**src/rtl/gen_fifo_unpack_pkg.sv**
```systemverilog
// Shared types for the FIFO word unpacker: the per-cycle update action.
package gen_fifo_unpack_pkg;

  typedef enum logic [2:0] {
    ACT_IDLE,
    ACT_FLUSH,
    ACT_POP,
    ACT_DRAIN,
    ACT_STEP
  } act_e;

endpackage

```
**src/rtl/gen_dffr.sv**
```systemverilog
// Enabled D flip-flop bank with asynchronous active-low clear to zero.
module gen_dffr #(
  parameter int unsigned W = 1
) (
  input  logic         i_clk,
  input  logic         i_rst_n,
  input  logic         i_en,
  input  logic [W-1:0] i_d,
  output logic [W-1:0] o_q
);

  logic [W-1:0] r_q;

  always_ff @(posedge i_clk or negedge i_rst_n) begin
    if (!i_rst_n) begin
      r_q <= '0;
    end else if (i_en) begin
      r_q <= i_d;
    end
  end

  assign o_q = r_q;

endmodule

```
**src/rtl/gen_rsffr.sv**
```systemverilog
// Set/clear flag flip-flop; clear wins over set, async active-low reset to zero.
module gen_rsffr (
  input  logic i_clk,
  input  logic i_rst_n,
  input  logic i_set,
  input  logic i_clr,
  output logic o_q
);

  logic r_q;

  always_ff @(posedge i_clk or negedge i_rst_n) begin
    if (!i_rst_n) begin
      r_q <= 1'b0;
    end else if (i_clr) begin
      r_q <= 1'b0;
    end else if (i_set) begin
      r_q <= 1'b1;
    end
  end

  assign o_q = r_q;

endmodule

```
**src/rtl/gen_fifo_unpack.sv**
```systemverilog
// Pops DW-wide FIFO words and serialises each into DW/OW narrow beats, LSB beat first.
module gen_fifo_unpack
  import gen_fifo_unpack_pkg::*;
#(
  parameter int unsigned DW = 64,
  parameter int unsigned OW = 16,
  parameter int unsigned CW = 2
) (
  input  logic          CLK,
  input  logic          RSTn,
  input  logic          fifo_empty,
  input  logic [DW-1:0] data_pop,
  output logic          fifo_pop,
  input  logic          flush,
  output logic          out_valid,
  input  logic          out_ready,
  output logic [OW-1:0] out_data,
  output logic          out_last,
  output logic [CW-1:0] beat_idx
);

  localparam int unsigned R = DW / OW;
  localparam logic [CW-1:0] LAST_BEAT = CW'(R - 1);

  generate
    if (((DW % OW) != 0) || ((2 ** CW) < R)) begin : g_param_err
      $error("gen_fifo_unpack: DW must be a multiple of OW and 2**CW >= DW/OW");
    end
  endgenerate

  logic [DW-1:0] w_hold;
  logic          w_hold_valid;
  logic [CW-1:0] w_beat;
  logic [CW-1:0] w_beat_d;
  logic          w_accept;
  logic          w_drain;
  act_e          w_act;

  assign w_accept = w_hold_valid & out_ready;
  assign w_drain  = w_accept & out_last;
  // No pop while in reset: the hold is empty then, so the refill term would fire.
  assign fifo_pop = RSTn & ~fifo_empty & ~flush & (~w_hold_valid | w_drain);

  // Priority-ordered update action for the hold/beat pair.
  always_comb begin
    w_act = ACT_IDLE;
    if (flush) begin
      w_act = ACT_FLUSH;
    end else if (fifo_pop) begin
      w_act = ACT_POP;
    end else if (w_drain) begin
      w_act = ACT_DRAIN;
    end else if (w_accept) begin
      w_act = ACT_STEP;
    end
  end

  assign w_beat_d = (w_act == ACT_STEP) ? (w_beat + CW'(1)) : '0;

  gen_dffr #(.W(DW)) u_hold (
    .i_clk   (CLK),
    .i_rst_n (RSTn),
    .i_en    (w_act == ACT_POP),
    .i_d     (data_pop),
    .o_q     (w_hold)
  );

  gen_dffr #(.W(CW)) u_beat (
    .i_clk   (CLK),
    .i_rst_n (RSTn),
    .i_en    (w_act != ACT_IDLE),
    .i_d     (w_beat_d),
    .o_q     (w_beat)
  );

  gen_rsffr u_hold_valid (
    .i_clk   (CLK),
    .i_rst_n (RSTn),
    .i_set   (w_act == ACT_POP),
    .i_clr   ((w_act == ACT_FLUSH) || (w_act == ACT_DRAIN)),
    .o_q     (w_hold_valid)
  );

  assign out_valid = w_hold_valid;
  assign out_data  = OW'(w_hold >> (OW * int'(w_beat)));
  assign out_last  = w_hold_valid & (w_beat == LAST_BEAT);
  assign beat_idx  = w_beat;

endmodule

```
**config.mk**
```make
export PLATFORM = sky130hd
export DESIGN_NAME = gen_fifo_unpack
export DESIGN_NICKNAME = d
export VERILOG_FILES = /design/src/rtl/gen_fifo_unpack_pkg.sv /design/src/rtl/gen_dffr.sv /design/src/rtl/gen_rsffr.sv /design/src/rtl/gen_fifo_unpack.sv
export SDC_FILE = /design/constraint.sdc
export NUM_CORES = 1
export LEC_CHECK = 0
export CORE_MARGIN = 2
export CORE_UTILIZATION = 35
export CTS_BUF_LIST = sky130_fd_sc_hd__clkbuf_4 sky130_fd_sc_hd__clkbuf_8 sky130_fd_sc_hd__clkbuf_16
export DETAILED_ROUTE_END_ITERATION = 12
export PLACE_DENSITY = 0.7
export SYNTH_ARGS = -nofsm -noshare
export SYNTH_HDL_FRONTEND = slang
export SYNTH_HIERARCHICAL = 1
export SYNTH_SLANG_ARGS = --single-unit
```
**constraint.sdc**
```tcl
create_clock -name CLK -period 4.3 [get_ports CLK]
set_clock_uncertainty 0.15 [all_clocks]
set_input_delay 0.86 -clock CLK [delete_from_list [all_inputs] [get_ports CLK]]
set_output_delay 0.86 -clock CLK [all_outputs]
set_load 0.03 [all_outputs]
```
==> out/qor.csv, run 1 <==
stage;metric;value;unit
worst_setup_path;CP max FO;12;
detailed_routing;DR WL/cell;16.61;microns
worst_setup_path;crit path buf inv count;1;
grt;GRT Total Usage;13.11;%
logic_synthesis;synthesized-area fraction occupied by adder cells;0.3795;%
clocking;Clock Pin Slew Worst Setup and Hold Paths;0.07;ns
logic_synthesis;xor and xnor fraction of the mapped netlist area;0;%
grt;vias in the first global route;2000;
clocking;cells resized by post-CTS repair;0;
grt;global-route wire length before repair;10.19;mm
worst_setup_path;critical path required time;3.29;ns
timing;Final Critical Period;3.574;ns
worst_setup_path;CP Class;register to output pin;
layout;most frequent cells in the layout;clkdlybuf4s50_1, dfrtp_1, mux2_4;
clocking;cell chosen for the clock root;clkbuf_8;
timing;final setup violation count;0;
logic_synthesis;flops & latches, synth;67;
timing;Slew Limit Fails;0;
clocking;CTS max path bufs;2;
detailed_routing;DR pass1 iterations;3;
run_status;status;finished clean;
clocking;CTS tree;yes;
clocking;clock sinks;67;
worst_setup_path;crit-path max cell delay;0.77;ns
detailed_routing;Vias;1822;
placement;RePlAce Congestion;0.7406;
timing;RSZ-0062 raised after global routing;false;
pwr;Design Power;0.001823;W
worst_setup_path;crit-path cells;ha_1, nand2_1, a211oi_1, clkdlybuf4s50_1;
detailed_routing;drt total wl;6.362;mm
grt;initial antenna violation count;0;
detailed_routing;Via density;4.757;
layout;layout cells sized above 1;36.03;%
layout;filler cell count;819;
worst_setup_path;Crit path max-delay family;flip-flops;
logic_synthesis;dominant cells by area after synthesis;dfrtp_1, mux2_4, mux4_2;
timing;slew margin rel.;45.57;%
placement;PortBufs;89;
worst_setup_path;crit path max-delay cell type;dfrtp_1;
logic_synthesis;synth unique cells;19;
flow_run;maxcap violations;0;
detailed_routing;Starting DRT DRC Count;25;
floorplanning;DIE AREA;10210;sq um
clocking;H-tree lvl count;3;
layout;most common cell after layout, fill and taps aside;clkdlybuf4s50_1;
clocking;Clock Latency Late Sink;0.34;ns
worst_setup_path;critical path launch point type;register;
logic_synthesis;Mapped Area;3297;sq um
logic_synthesis;post-synth top area share;50.85;%
detailed_routing;Post-route DRC;0;
floorplanning;I/O pin count;90;
clocking;cts bufs inserted;9;
logic_synthesis;post-synthesis cell count;173;
worst_setup_path;instance count on the critical path;4;
logic_synthesis;Simple-Gate Fraction of Synth Area;1.063;%
logic_synthesis;post-synthesis average cell area;19.06;sq um
timing;Tightest Pin Transition;0.8164;ns
floorplanning;DIE WIDTH;101.1;microns
pwr;IR drop worst, VDD;0.0002346;V
logic_synthesis;post-synth top area cell;dfrtp_1;
clocking;postcts setup bufs;0;
floorplanning;core area;9196;sq um
hold_path;Hold Path Class;input port to async pin;
detailed_routing;Antenna Violating Nets Remaining;0;
layout;fin nets;337;
logic_synthesis;compound-cell area share of the yosys netlist;1.366;%
clocking;Post-CTS Hold Fix Bufs;0;
logic_synthesis;post-synthesis sequential area ratio;50.85;%
logic_synthesis;mux cell area share after synthesis;41.10;%
worst_setup_path;Worst Setup End Kind;output pin;
layout;Area Growth Syn to Fin;33.66;%
worst_setup_path;Reg2Reg Depth;5;
timing;final worst-path cycle share;83.11;%
grt;grt total ovfl;0;
timing;FMAX;279.8;MHz
floorplanning;Initial Util;35.85;%
timing;TNS Setup;0;ns
timing;hold slack;0.1705;ns
layout;Antenna Diode Count;0;
floorplanning;Die Y;101.1;microns
logic_synthesis;yosys warns;6;
placement;half-perimeter wire length after placement;4.400;mm
floorplanning;Core Rows;35;
pwr;PwrDens;413.8;nW/um^2
logic_synthesis;Mapped Nets;243;
grt;largest net degree at the start of global routing;67;
pwr;leakage power;1.878;nW
logic_synthesis;largest family of logic cells by synthesized area;multiplexers;
timing;Hold Vio Cnt, Final;0;
worst_setup_path;Worst Path Arrival;2.56;ns
[where the power goes]
part	switching [W]	internal, W
Clock	0.000226	0.000279
Combinational	0.000168	0.000322
Sequential	0.0000703	0.000758
[synthesized netlist by cell type]
cell type,instances
a211oi_1,2
a41o_1,1
a21oi_1,1
buf_6,2
mux2_2,6
nand2b_1,1
mux2_4,60
ha_1,1
nor4_1,1
nor4b_1,1
buf_12,7
mux4_1,7
o21ai_0,1
o21ba_1,1
and2_1,1
nand2_1,2
mux4_2,9
dfrtp_1,67
buf_2,2
[path summary, 6_finish.rpt]
check | endpoint | slack [ns] | start
worst max-delay path | fifo_pop | 0.73 | u_beat/o_q[0]
worst min register to register | u_hold/o_q[41] | 0.36 | u_hold/o_q[41]
max in group asynchronous | u_hold/o_q[5] | 2.84 | RSTn
worst max register to register | u_hold/o_q[61] | 1.54 | u_beat/o_q[0]
worst min-delay path | u_hold/o_q[22] | 0.17 | RSTn
min in group CLK | u_hold/o_q[41] | 0.36 | u_hold/o_q[41]
[through the flow]
step                      cells  area (sq um)  setup slack, ns  utilization (%)
after global placement      367          4214           0.8182            45.82
after detailed placement    367          4214           0.8233            45.82
after CTS                   383          4407           0.6599            47.92
after global routing        383          4407           0.5387            47.92
final                       383          4407           0.7263            47.92
after floorplan             173          3297            1.483                -
[metal layers]
metal,track usage (%),wire (microns),up-vias
met4,4.366,84,0
met3,4.854,430,9
met2,20.12,2986,58
met1,17.17,2862,912
li1,-,-,843
met5,0,0,-
[layout make-up]
class,instances,area [sq um],area share (%)
clock buffers,11,138.9,3.152
clock inverters,5,53.80,1.221
multi-input cells,95,1460,33.13
flip-flops and latches,67,1677,38.05
well taps,111,138.9,3.152
repair buffers,94,938.4,21.29
[sequential cells by signal, summed over array words and instances (netlist names)]
register          cells
u_beat/o_q            2
u_hold/o_q           64
u_hold_valid/o_q      1
[worst register-to-register path: stages, from the launching register on]
cell	delay, ns
dfrtp_1	0.77
ha_1	0.36
nand2_1	0.14
a211oi_4	0.26
buf_4	0.55
mux2_2	0.41
[logic make-up after synthesis]
group	after synthesis
mux	82
flops	67
buf+inv	11
compound gates	6
simple gates	6
fa+ha+maj	1
Power figures use the tool's default switching activity.
==> inputs of run 2 (changes only) <==
Settings changed: PLACE_DENSITY 0.7 to 0.73.
Clock period 4.3 ns to 3.1 ns, I/O delays scaled along.
==> out/qor.csv, run 2 (synthesis gave the netlist of run 1 again) <==
stage;metric;value;unit;change
detailed_routing;Via density;4.725;;-0.68%
timing;RSZ-0062 raised after global routing;false;;
detailed_routing;DR pass1 iterations;4;;+1
clocking;H-tree lvl count;3;;unchanged
worst_setup_path;Reg-to-Reg End;u_hold/o_q[0];;
detailed_routing;DR WL/cell;17.23;microns;+3.7%
pwr;Design Power;0.002655;W;+46%
layout;Area Growth Syn to Fin;35.67;%;
pwr;PwrDens;593.6;nW/um^2;+43%
hold_path;Hold Path Class;input port to async pin;;
timing;final worst-path cycle share;93.84;%;
worst_setup_path;Worst Path Arrival;2.14;ns;-0.42 ns
placement;Placement Cell Area;4242;sq um;+0.65%
detailed_routing;Antenna Violating Nets Remaining;0;;unchanged
clocking;Clock Latency Late Sink;0.33;ns;about the same
pwr;Sw Share;24.56;%;-0.92 points
timing;final setup violation count;0;;unchanged
worst_setup_path;Worst Setup End Kind;output pin;;
layout;final instance area;4473;sq um;+1.5%
layout;fin nets;339;;+0.59%
timing;Final Critical Period;2.909;ns;
clocking;cell chosen for the clock root;clkbuf_8;;
clocking;clock sinks;67;;unchanged
clocking;CTS max path bufs;2;;unchanged
detailed_routing;Starting DRT DRC Count;48;;+92%
grt;largest net degree at the start of global routing;43;;-36%
layout;post-route insts no fill;385;;+0.52%
layout;layout cells sized above 1;37.96;%;+1.9 points
timing;FMAX;343.8;MHz;
layout;most common cell after layout, fill and taps aside;clkdlybuf4s50_1;;
clocking;Post-CTS Hold Fix Bufs;0;;unchanged
detailed_routing;Post-route DRC;0;;unchanged
layout;max reg flops;64;;unchanged
pwr;internal cell power;0.002003;W;+47%
clocking;cells resized by post-CTS repair;0;;unchanged
worst_setup_path;Crit path max-delay family;buffers and inverters;;
timing;slew margin rel.;64.42;%;+19 points
worst_setup_path;critical path launch point type;register;;
worst_setup_path;setup slack, reg-to-reg;0.73;ns;-0.81 ns
timing;Hold Vio Cnt, Final;0;;unchanged
detailed_routing;Vias;1819;;-0.16%
grt;initial antenna violation count;0;;unchanged
clocking;postcts setup bufs;0;;unchanged
timing;Slew Limit Fails;0;;unchanged
worst_setup_path;Reg2Reg Depth;5;;unchanged
placement;PortBufs;89;;unchanged
pwr;logic gate share of total power;25.8;%;-1.1 points
floorplanning;DIE AREA;10210;sq um;unchanged
worst_setup_path;crit path max-delay cell type;clkdlybuf4s50_1;;
detailed_routing;drt total wl;6.632;mm;+4.2%
flow_run;maxcap violations;0;;unchanged
pwr;Flop pwr share;43.3;%;-2.1 points
worst_setup_path;crit path buf inv count;2;;+1
floorplanning;Core Rows;35;;unchanged
worst_setup_path;CP max FO;15;;+3
worst_setup_path;worst r2r src;u_beat/o_q[1];;
grt;GRT Total Usage;13.77;%;+0.66 points
floorplanning;I/O pin count;90;;unchanged
grt;grt total ovfl;0;;unchanged
pwr;P_sw;0.0006521;W;+40%
placement;Inst Count DP;369;;+0.54%
grt;vias in the first global route;2012;;+0.60%
placement;half-perimeter wire length after placement;4.600;mm;+4.5%
worst_setup_path;critical path required time;2.33;ns;-0.96 ns
floorplanning;Initial Util;35.85;%;unchanged
worst_setup_path;crit-path cells;buf_4, mux4_1, clkdlybuf4s50_1;;
floorplanning;DIE WIDTH;101.1;microns;unchanged
clocking;Clock Pin Slew Worst Setup and Hold Paths;0.07;ns;about the same
worst_setup_path;crit-path max cell delay;0.61;ns;-0.16 ns
pwr;IR drop worst, VDD;0.0002725;V;+16%
placement;RePlAce Congestion;0.7298;;-1.5%
pwr;Clk pwr share;31.0;%;+3.3 points
layout;Antenna Diode Count;0;;unchanged
clocking;cts bufs inserted;9;;unchanged
clocking;CTS tree;yes;;
grt;global-route wire length before repair;10.70;mm;+4.9%
pwr;leakage power;1.911;nW;+1.8%
floorplanning;core area;9196;sq um;unchanged
run_status;status;finished clean;;
floorplanning;Die Y;101.1;microns;unchanged
timing;TNS Setup;0;ns;unchanged
worst_setup_path;CP Class;register to output pin;;
timing;Tightest Pin Transition;0.5337;ns;-0.2827 ns
layout;most frequent cells in the layout;clkdlybuf4s50_1, dfrtp_1, mux2_4;;
run 2: cell count changes in the layout (fill, tap and decap cells not counted):
cell | previous run | this run
buf_12 | 1 | 3
buf_2 | 0 | 1
buf_4 | 5 | 8
bufinv_16 | 1 | 2
clkbuf_4 | 2 | 1
clkbuf_8 | 9 | 11
clkdlybuf4s50_1 | 88 | 84
clkinv_2 | 3 | 1
clkinv_4 | 1 | 0
clkinvlp_4 | 0 | 1
run 2: how the worst max path moves through the flow:
stage                              from       endpoint  slack [ns]  cells after the start
final                     u_beat/o_q[0]    out_data[2]        0.19                      3
after floorplan           u_beat/o_q[0]       fifo_pop        0.65                      3
after global routing      u_beat/o_q[0]    out_data[0]        0.09                      3
after detailed placement      out_ready  u_hold/o_q[0]        0.48                      5
after global placement    u_beat/o_q[0]    out_data[0]        0.53                      3
after CTS                 u_beat/o_q[0]    out_data[2]        0.13                      3
run 2: power by group through the flow:
stage	registers [W]	logic (W)	clock network, W
after floorplan	0.00113	0.000467	0
after global placement	0.00116	0.000680	0
after detailed placement	0.00116	0.000688	0
after CTS	0.00115	0.000692	0.000857
after global routing	0.00117	0.000723	0.000888
final	0.00115	0.000684	0.000823
run 2: per-layer routing:
layer | global-route usage [%] | up-vias | wire length (microns)
li1 | - | 842 | -
met1 | 19.45 | 908 | 3195
met2 | 20.33 | 61 | 2926
met3 | 4.369 | 8 | 449
met4 | 4.054 | 0 | 61
met5 | 0 | - | 0
run 2: area by class of cell:
type                    count  area, sq um
well taps                 111        138.9
repair buffers             96        965.9
flip-flops and latches     67         1677
fillers                   818         4723
multi-input cells          95         1460
clock buffers              12        158.9
clock inverters             4        72.57
run 2: worst reg2reg max path, stage by stage, from the launching register on:
cell and delay [ns]:
dfrtp_1 0.59, ha_1 0.32, nand2_1 0.13, a211oi_4 0.36, buf_12 0.32, mux2_2 0.39
run 2: stage by stage:
step	utilization [%]	hold slack, ns	setup slack [ns]
5_1_grt	48.64	0.2365	0.09458
4_1_cts	48.64	0.2193	0.1294
3_5_place_dp	46.12	0.3403	0.4832
2_1_floorplan	-	0.1744	0.6499
6_report	48.64	0.2286	0.1910
3_3_place_gp	46.12	0.3339	0.5264
